$ cat src/rtl/fir_mac_sequencer.sv
`default_nettype none
// ============================================================================
// Module      : fir_mac_sequencer
// Description : Control sequencer for a time-multiplexed FIR datapath that
//               has one delay line, one coefficient ROM and one MAC unit.
//               A valid/ready handshake accepts one sample per frame. The
//               sequencer then issues one LOAD cycle (shift + clear) and TAPS
//               MAC cycles, and holds the result until downstream accepts it.
//
// Ports       : clk        - system clock, rising edge
//               rst_n      - asynchronous assert, active-low reset
//               in_valid   - upstream sample available
//               in_ready   - sequencer idle, can take a sample
//               out_ready  - downstream accepts the result
//               out_valid  - accumulator holds a complete result
//               shift_en   - one-cycle strobe that shifts the sample in
//               tap_addr   - shared delay-line / coefficient ROM index
//               mac_clr    - clear the accumulator
//               mac_en     - accumulate data x coeff this cycle
//               mac_last   - final accumulate cycle (tap_addr == TAPS-1)
//               busy       - high in every state except IDLE
//               frame_cnt  - completed output handshakes, wraps at 16 bits
//
// Revision    : 1.0 - initial release
// ============================================================================
module fir_mac_sequencer #(
    parameter int TAPS          = 64,
    parameter int COUNT_BIT_NUM = 6
) (
    input  logic                     clk,
    input  logic                     rst_n,
    input  logic                     in_valid,
    output logic                     in_ready,
    input  logic                     out_ready,
    output logic                     out_valid,
    output logic                     shift_en,
    output logic [COUNT_BIT_NUM-1:0] tap_addr,
    output logic                     mac_clr,
    output logic                     mac_en,
    output logic                     mac_last,
    output logic                     busy,
    output logic [15:0]              frame_cnt
);

    typedef enum logic [1:0] {
        S_IDLE = 2'd0,
        S_LOAD = 2'd1,
        S_MAC  = 2'd2,
        S_HOLD = 2'd3
    } state_t;

    localparam logic [COUNT_BIT_NUM-1:0] c_LAST_TAP = COUNT_BIT_NUM'(TAPS - 1);
    localparam logic [COUNT_BIT_NUM-1:0] c_TAP_ONE  = COUNT_BIT_NUM'(1);

    state_t                   r_state;
    logic [COUNT_BIT_NUM-1:0] r_tap_addr;
    logic [15:0]              r_frame_cnt;
    logic                     r_in_ready;
    logic                     r_out_valid;
    logic                     r_shift_en;
    logic                     r_mac_clr;
    logic                     r_mac_en;
    logic                     r_mac_last;
    logic                     r_busy;

    logic [COUNT_BIT_NUM-1:0] w_tap_next;

    assign w_tap_next = r_tap_addr + c_TAP_ONE;

    // Every output flop is loaded with the value that belongs to the state
    // being entered, so the outputs change in the same cycle as the state
    // and nothing combinational sits between the inputs and the outputs.
    always_ff @(posedge clk or negedge rst_n) begin
        if (!rst_n) begin
            r_state     <= S_IDLE;
            r_tap_addr  <= '0;
            r_frame_cnt <= 16'd0;
            r_in_ready  <= 1'b1;
            r_out_valid <= 1'b0;
            r_shift_en  <= 1'b0;
            r_mac_clr   <= 1'b0;
            r_mac_en    <= 1'b0;
            r_mac_last  <= 1'b0;
            r_busy      <= 1'b0;
        end else begin
            case (r_state)
                S_IDLE: begin
                    if (in_valid) begin
                        r_state    <= S_LOAD;
                        r_in_ready <= 1'b0;
                        r_busy     <= 1'b1;
                        r_shift_en <= 1'b1;
                        r_mac_clr  <= 1'b1;
                        r_tap_addr <= '0;
                    end
                end

                S_LOAD: begin
                    r_state    <= S_MAC;
                    r_shift_en <= 1'b0;
                    r_mac_clr  <= 1'b0;
                    r_mac_en   <= 1'b1;
                    r_tap_addr <= '0;
                    // TAPS >= 2, so tap 0 is never the final tap.
                    r_mac_last <= 1'b0;
                end

                S_MAC: begin
                    if (r_tap_addr == c_LAST_TAP) begin
                        r_state     <= S_HOLD;
                        r_mac_en    <= 1'b0;
                        r_mac_last  <= 1'b0;
                        r_tap_addr  <= '0;
                        r_out_valid <= 1'b1;
                    end else begin
                        r_tap_addr <= w_tap_next;
                        // Look one tap ahead so mac_last lines up with the
                        // registered tap_addr of the final accumulate.
                        r_mac_last <= (w_tap_next == c_LAST_TAP);
                    end
                end

                S_HOLD: begin
                    // A pending input is deliberately ignored here; it is
                    // picked up in the IDLE cycle that follows.
                    if (out_ready) begin
                        r_state     <= S_IDLE;
                        r_out_valid <= 1'b0;
                        r_in_ready  <= 1'b1;
                        r_busy      <= 1'b0;
                        r_frame_cnt <= r_frame_cnt + 16'd1;
                    end
                end

                default: begin
                    r_state     <= S_IDLE;
                    r_tap_addr  <= '0;
                    r_in_ready  <= 1'b1;
                    r_out_valid <= 1'b0;
                    r_shift_en  <= 1'b0;
                    r_mac_clr   <= 1'b0;
                    r_mac_en    <= 1'b0;
                    r_mac_last  <= 1'b0;
                    r_busy      <= 1'b0;
                end
            endcase
        end
    end

    assign in_ready  = r_in_ready;
    assign out_valid = r_out_valid;
    assign shift_en  = r_shift_en;
    assign tap_addr  = r_tap_addr;
    assign mac_clr   = r_mac_clr;
    assign mac_en    = r_mac_en;
    assign mac_last  = r_mac_last;
    assign busy      = r_busy;
    assign frame_cnt = r_frame_cnt;

endmodule
`default_nettype wire

$ cat config.mk
export PLATFORM = sky130hd
export DESIGN_NAME = fir_mac_sequencer
export DESIGN_NICKNAME = d
export VERILOG_FILES = /design/src/rtl/fir_mac_sequencer.sv
export SDC_FILE = /design/constraint.sdc
export NUM_CORES = 1
export LEC_CHECK = 0
export BUFFER_PORTS_ARGS = -buffer_cell sky130_fd_sc_hd__buf_4
export CAP_MARGIN = 25
export CORE_MARGIN = 1
export CORE_UTILIZATION = 45
export CTS_CLUSTER_SIZE = 30
export DETAILED_ROUTE_END_ITERATION = 12
export GPL_TIMING_DRIVEN = 0
export PLACE_DENSITY = 0.7
export SYNTH_ARGS = -nofsm -noshare
export SYNTH_HDL_FRONTEND = slang
export SYNTH_SLANG_ARGS = --single-unit
$ cat constraint.sdc
create_clock -name clk -period 1.71 [get_ports clk]
set_input_delay 0.171 -clock clk [delete_from_list [all_inputs] [get_ports clk]]
set_output_delay 0.171 -clock clk [all_outputs]
set_load 0.02 [all_outputs]
; Word-level counts from Yosys, hierarchy flattened
; Index checks and enable logic that the tools add are counted.
[word_totals]
output_inout_bits = 29
elab_cells = 52
input_bits = 4
regBits = 30
[classes]
n_reduce_logical = 13
addsub = 2
n_mux = 20
n_eq_ne = 8
[ops]
columns = cell, n
row1 = $pmux W6 S3, 1
row2 = $add A16 B1 Y16 const B, 1
row3 = $eq A6 B6 Y1 const B, 2
row4 = $mux W6, 2
row5 = $pmux W1 S2, 6
row6 = $reduce_and A3 Y1, 3
row7 = $pmux W2 S4, 1
row8 = $reduce_and A2 Y1, 4
row9 = $reduce_bool A2 Y1, 4
row10 = $mux W1, 7
row11 = $add A6 B1 Y6 const B, 1
row12 = $mux W2, 3
row13 = $ne A2 B2 Y1 const B, 3
row14 = $eq A2 B2 Y1 const B, 2
row15 = $reduce_bool A3 Y1, 1
row16 = $eq A2 B1 Y1 const B, 1
row17 = $logic_not A2 Y1, 1

; Longest topological paths before layout
[depth]
depth_word = 4
mapped_depth = 7
depth_no_buf = 6

; Worst setup path after synthesis
; No wires, ideal clock.
[synth_path]
path_kind = reg2reg
from = register r_tap_addr[1] (netlist: tap_addr[1])
to = register r_state[1]
arrival_time_ns = 1.575
period_less_slack_ns = 1.700
path_slack_ns = 0.010
stages_incl_launch_ff = 5
n_path_buf = 0
required_time_ns = 1.585
cell_sequence = dfrtp_1 > ha_1 > nand4_4 > a211oi_1 > mux2_2
[synth_between]
elab_chain_len = 3
[synth_lines]
columns = element, line_no
row1 = start: declaration, 56  ; logic [COUNT_BIT_NUM-1:0] r_tap_addr;
row2 = start signal: assignment, 116  ; r_tap_addr <= w_tap_next;
row3 = $eq A6 B6 Y1, 109  ; if (r_tap_addr == c_LAST_TAP) begin
row4 = $ne A2 B2 Y1 (no line), n/a
row5 = $reduce_and A3 Y1 (no line), n/a
row6 = end signal: assignment, 110  ; r_state <= S_HOLD;
row7 = end signal: assignment, 127  ; r_state <= S_IDLE;
row8 = end signal: assignment, 136  ; r_state <= S_IDLE;
row9 = end: declaration, 55  ; state_t r_state;
; No other way between the ends.
; A chain may end at the register's enable or synchronous reset.

; Worst setup path after layout
[layout_path]
from = register r_state[0]
to = register r_state[1]
[layout_between]
elab_chain_len = 3
[layout_lines]
columns = element, line_no
row1 = start signal: assignment, 75  ; r_state <= S_IDLE;
row2 = start signal: assignment, 89  ; r_state <= S_LOAD;
row3 = start signal: assignment, 99  ; r_state <= S_MAC;
row4 = $eq A2 B2 Y1 or $logic_not A2 Y1 (tied branches), 86  ; case (r_state)
row5 = $ne A2 B2 Y1 (no line), n/a
row6 = $reduce_and A3 Y1 (no line), n/a
; Several ways; a longest one is shown, not always the timed one.

==> flow_summary.toml <==
[final_layout]
syn_to_final_growth_pct = 29.6
regArea_um2 = 752
final_common_cell = "buf_4"
instances_no_fill = 230
drive_above_1_share = 0.366
fillers = 269
final_cell_mix = "buf_4, dfrtp_1, nand2_1"
fin_area_um2 = 1970
num-nets-final = 196
multiInputGateArea_um2 = 748
postLayoutCoreUtil = 0.630
antenna_cells = 0

[drt]
detail_route.wl_per_cell_um = 13.1
wl_met3_um = 128
wl_met1_um = 1350
drt-total-wl_um = 3020
antenna_left = 0
via_per_inst = 5.10
dr.pass1.iters = 4
drt_iter0_drc = 33
route.met2.wl_um = 1490
drc = 0
highest_layer = "met4"
vias = 1173

[floorplanning]
start_util = 0.486
die_w_um = 60.1
ios = 33
row_count = 20
core_area_um2 = 3130
die_y_um = 60.1
die-area_um2 = 3610

[global_routing]
grt_pass1_wl_um = 4810
grt_pass1_vias = 1114
grt_overflow = 0
grt_max_degree = 31
antenna_found_initial = 0
grt_use_total = 0.186

[worst_setup_path]
crit_path_end_kind = "register"
cp.required_ns = 1.93
critical_path_arrival_ns = 1.86
critical_path_class = "register to register"
start_kind = "register"
crit_path_start = "r_state[0]"
r2r_start = "r_state[0]"
worstPathMaxFanout = 5

[timing]
finalSetupViolations = 0
finalHoldViolCount = 0
timing.final.crit_share = 0.959
slew_headroom = 0.748
worst_slew_pin_slew_ns = 0.377
clock_skew_ns = 0.00825
layout_min_cycle_time_ns = 1.64
drv_slew = 0
max_freq_mhz = 610
fin_ws_ns = 0.0700

[synth]
synth_edf_count = 0
yosys-top-cells-area = "dfrtp_1, ha_1, xor2_1"
yosys_most_used_dff = "dfrtp_1"
ys_types = 40
synth_area_um2 = 1520
synth_largest_area_cell = "dfrtp_1"
yosysWarningCount = 0
netlist_instances = 141
syn_nets = 152
ys_ff_latch = 30
avgSynthCellArea_um2 = 10.8
async_flop_share = 1.00
synth_top_area_share = 0.477
ys_seq_area_frac = 0.495

[clocking]
tritoncts = "built"
cts-root-buf = "clkbuf_4"
cts_buffer_depth = 2
htreeDepth = 2
cts_buffers = 5
clk_latency_ns = 0.33
clk_pin_slew_ns = 0.09
cts.sinks = 30

[pwr]
power_density_nw_per_um2 = 1300
total_power_uw = 2560
peakVddDrop_v = 0.000887
power_leakage_uw = 0.000977

[placed_design]
placed_cells = 217
io_buffer_count = 32
dpl-instance-area_um2 = 1820
place_ws_ns = -0.190
place.gp.congestion = 0.777
dp_hpwl_um = 2120

[hold_path]
hold_start = "out_ready"
hold_path_class = "input pin to register"

[run]
drv_cap = 0

[status]
status = "completed"
-- synthesized netlist by cell type (all sizes together) (2+ instances only) --
master  instances
dfrtp          29
nand2          11
nor2           11
inv             9
xor2            9
xnor2           8
ha              7
nand4           7
nand3           6
o21ai           6
buf             4
a22o            3
nand2b          3
o31ai           3
a21oi           2
and2            2
mux2            2
nor2b           2
nor3            2
-- logic make-up after synthesis --
kind of cell / synth area share
AND/OR/NAND/NOR: 0.189
flip-flops: 0.495
XOR/XNOR: 0.0979
multiplexers: 0.0214
buffers and inverters: 0.0477
adder cells (fa/ha/maj): 0.0576
AO/OA/AOI/OAI: 0.0914
-- what timing repair did --
| action | 4_1_cts | 5_1_grt |
|---|---|---|
| endpoints found under the setup margin | 9 | 15 |
| setup buffers | 2 | 5 |
| endpoints found under the hold margin | 29 | 0 |
| resized for setup | 4 | 11 |
| pin swaps | 2 | 5 |
| hold buffers | 1 | 0 |
-- routing by layer --
metal | GRT usage | up-vias
met3 | 0.0649 | 7
met2 | 0.303 | 27
met5 | 0 | -
met4 | 0.0831 | 0
met1 | 0.218 | 565
li1 | - | 574
-- state kept, by name, summed over array words and instances (netlist names) --
register,cells
tap_addr,6
mac_clr,1
frame_cnt,16
out_valid,1
in_ready,1
mac_en,1
busy,1
mac_last,1
r_state,2
-- cell type report --
class / instances / share of cell area
buffer: 2 / 0.00952
sequential: 30 / 0.382
multi-input combinational: 97 / 0.380
clock inverter: 1 / 0.00254
timing repair buffer: 40 / 0.154
inverter: 9 / 0.0171
tap: 44 / 0.0279
clock buffer: 7 / 0.0279
-- critical path, stage by stage (launching register included) --
cell and delay [ns]:
dfrtp_1 0.39, inv_1 0.09, ha_2 0.21, nor2b_4 0.15, buf_4 0.14, a211oi_4 0.19, mux2_2 0.36
-- stage by stage --
stage / hold WS, ns / setup TNS, ns
after floorplan: -0.125 / 0
after global placement: 0.118 / -0.185
after detailed placement: 0.124 / -0.348
after CTS: 0.164 / 0
after global routing: 0.150 / -0.000319
final: 0.148 / 0
-- power breakdown --
part / total, uW / switching [uW] / internal [uW]
clock: 437 / 238 / 199
sequential: 995 / 146 / 849
combinational: 1130 / 580 / 550
-- final timing paths --
path	slack [ns]	endpoint	cells past startpoint
max reg2reg	0.07	r_state[1]	6
max in group asynchronous	1.10	in_ready	2
min in group asynchronous	0.29	frame_cnt[12]	2
min reg2reg	0.48	frame_cnt[15]	1
min	0.15	frame_cnt[0]	3
max	0.07	r_state[1]	6
(Power assumes the default switching activity.)
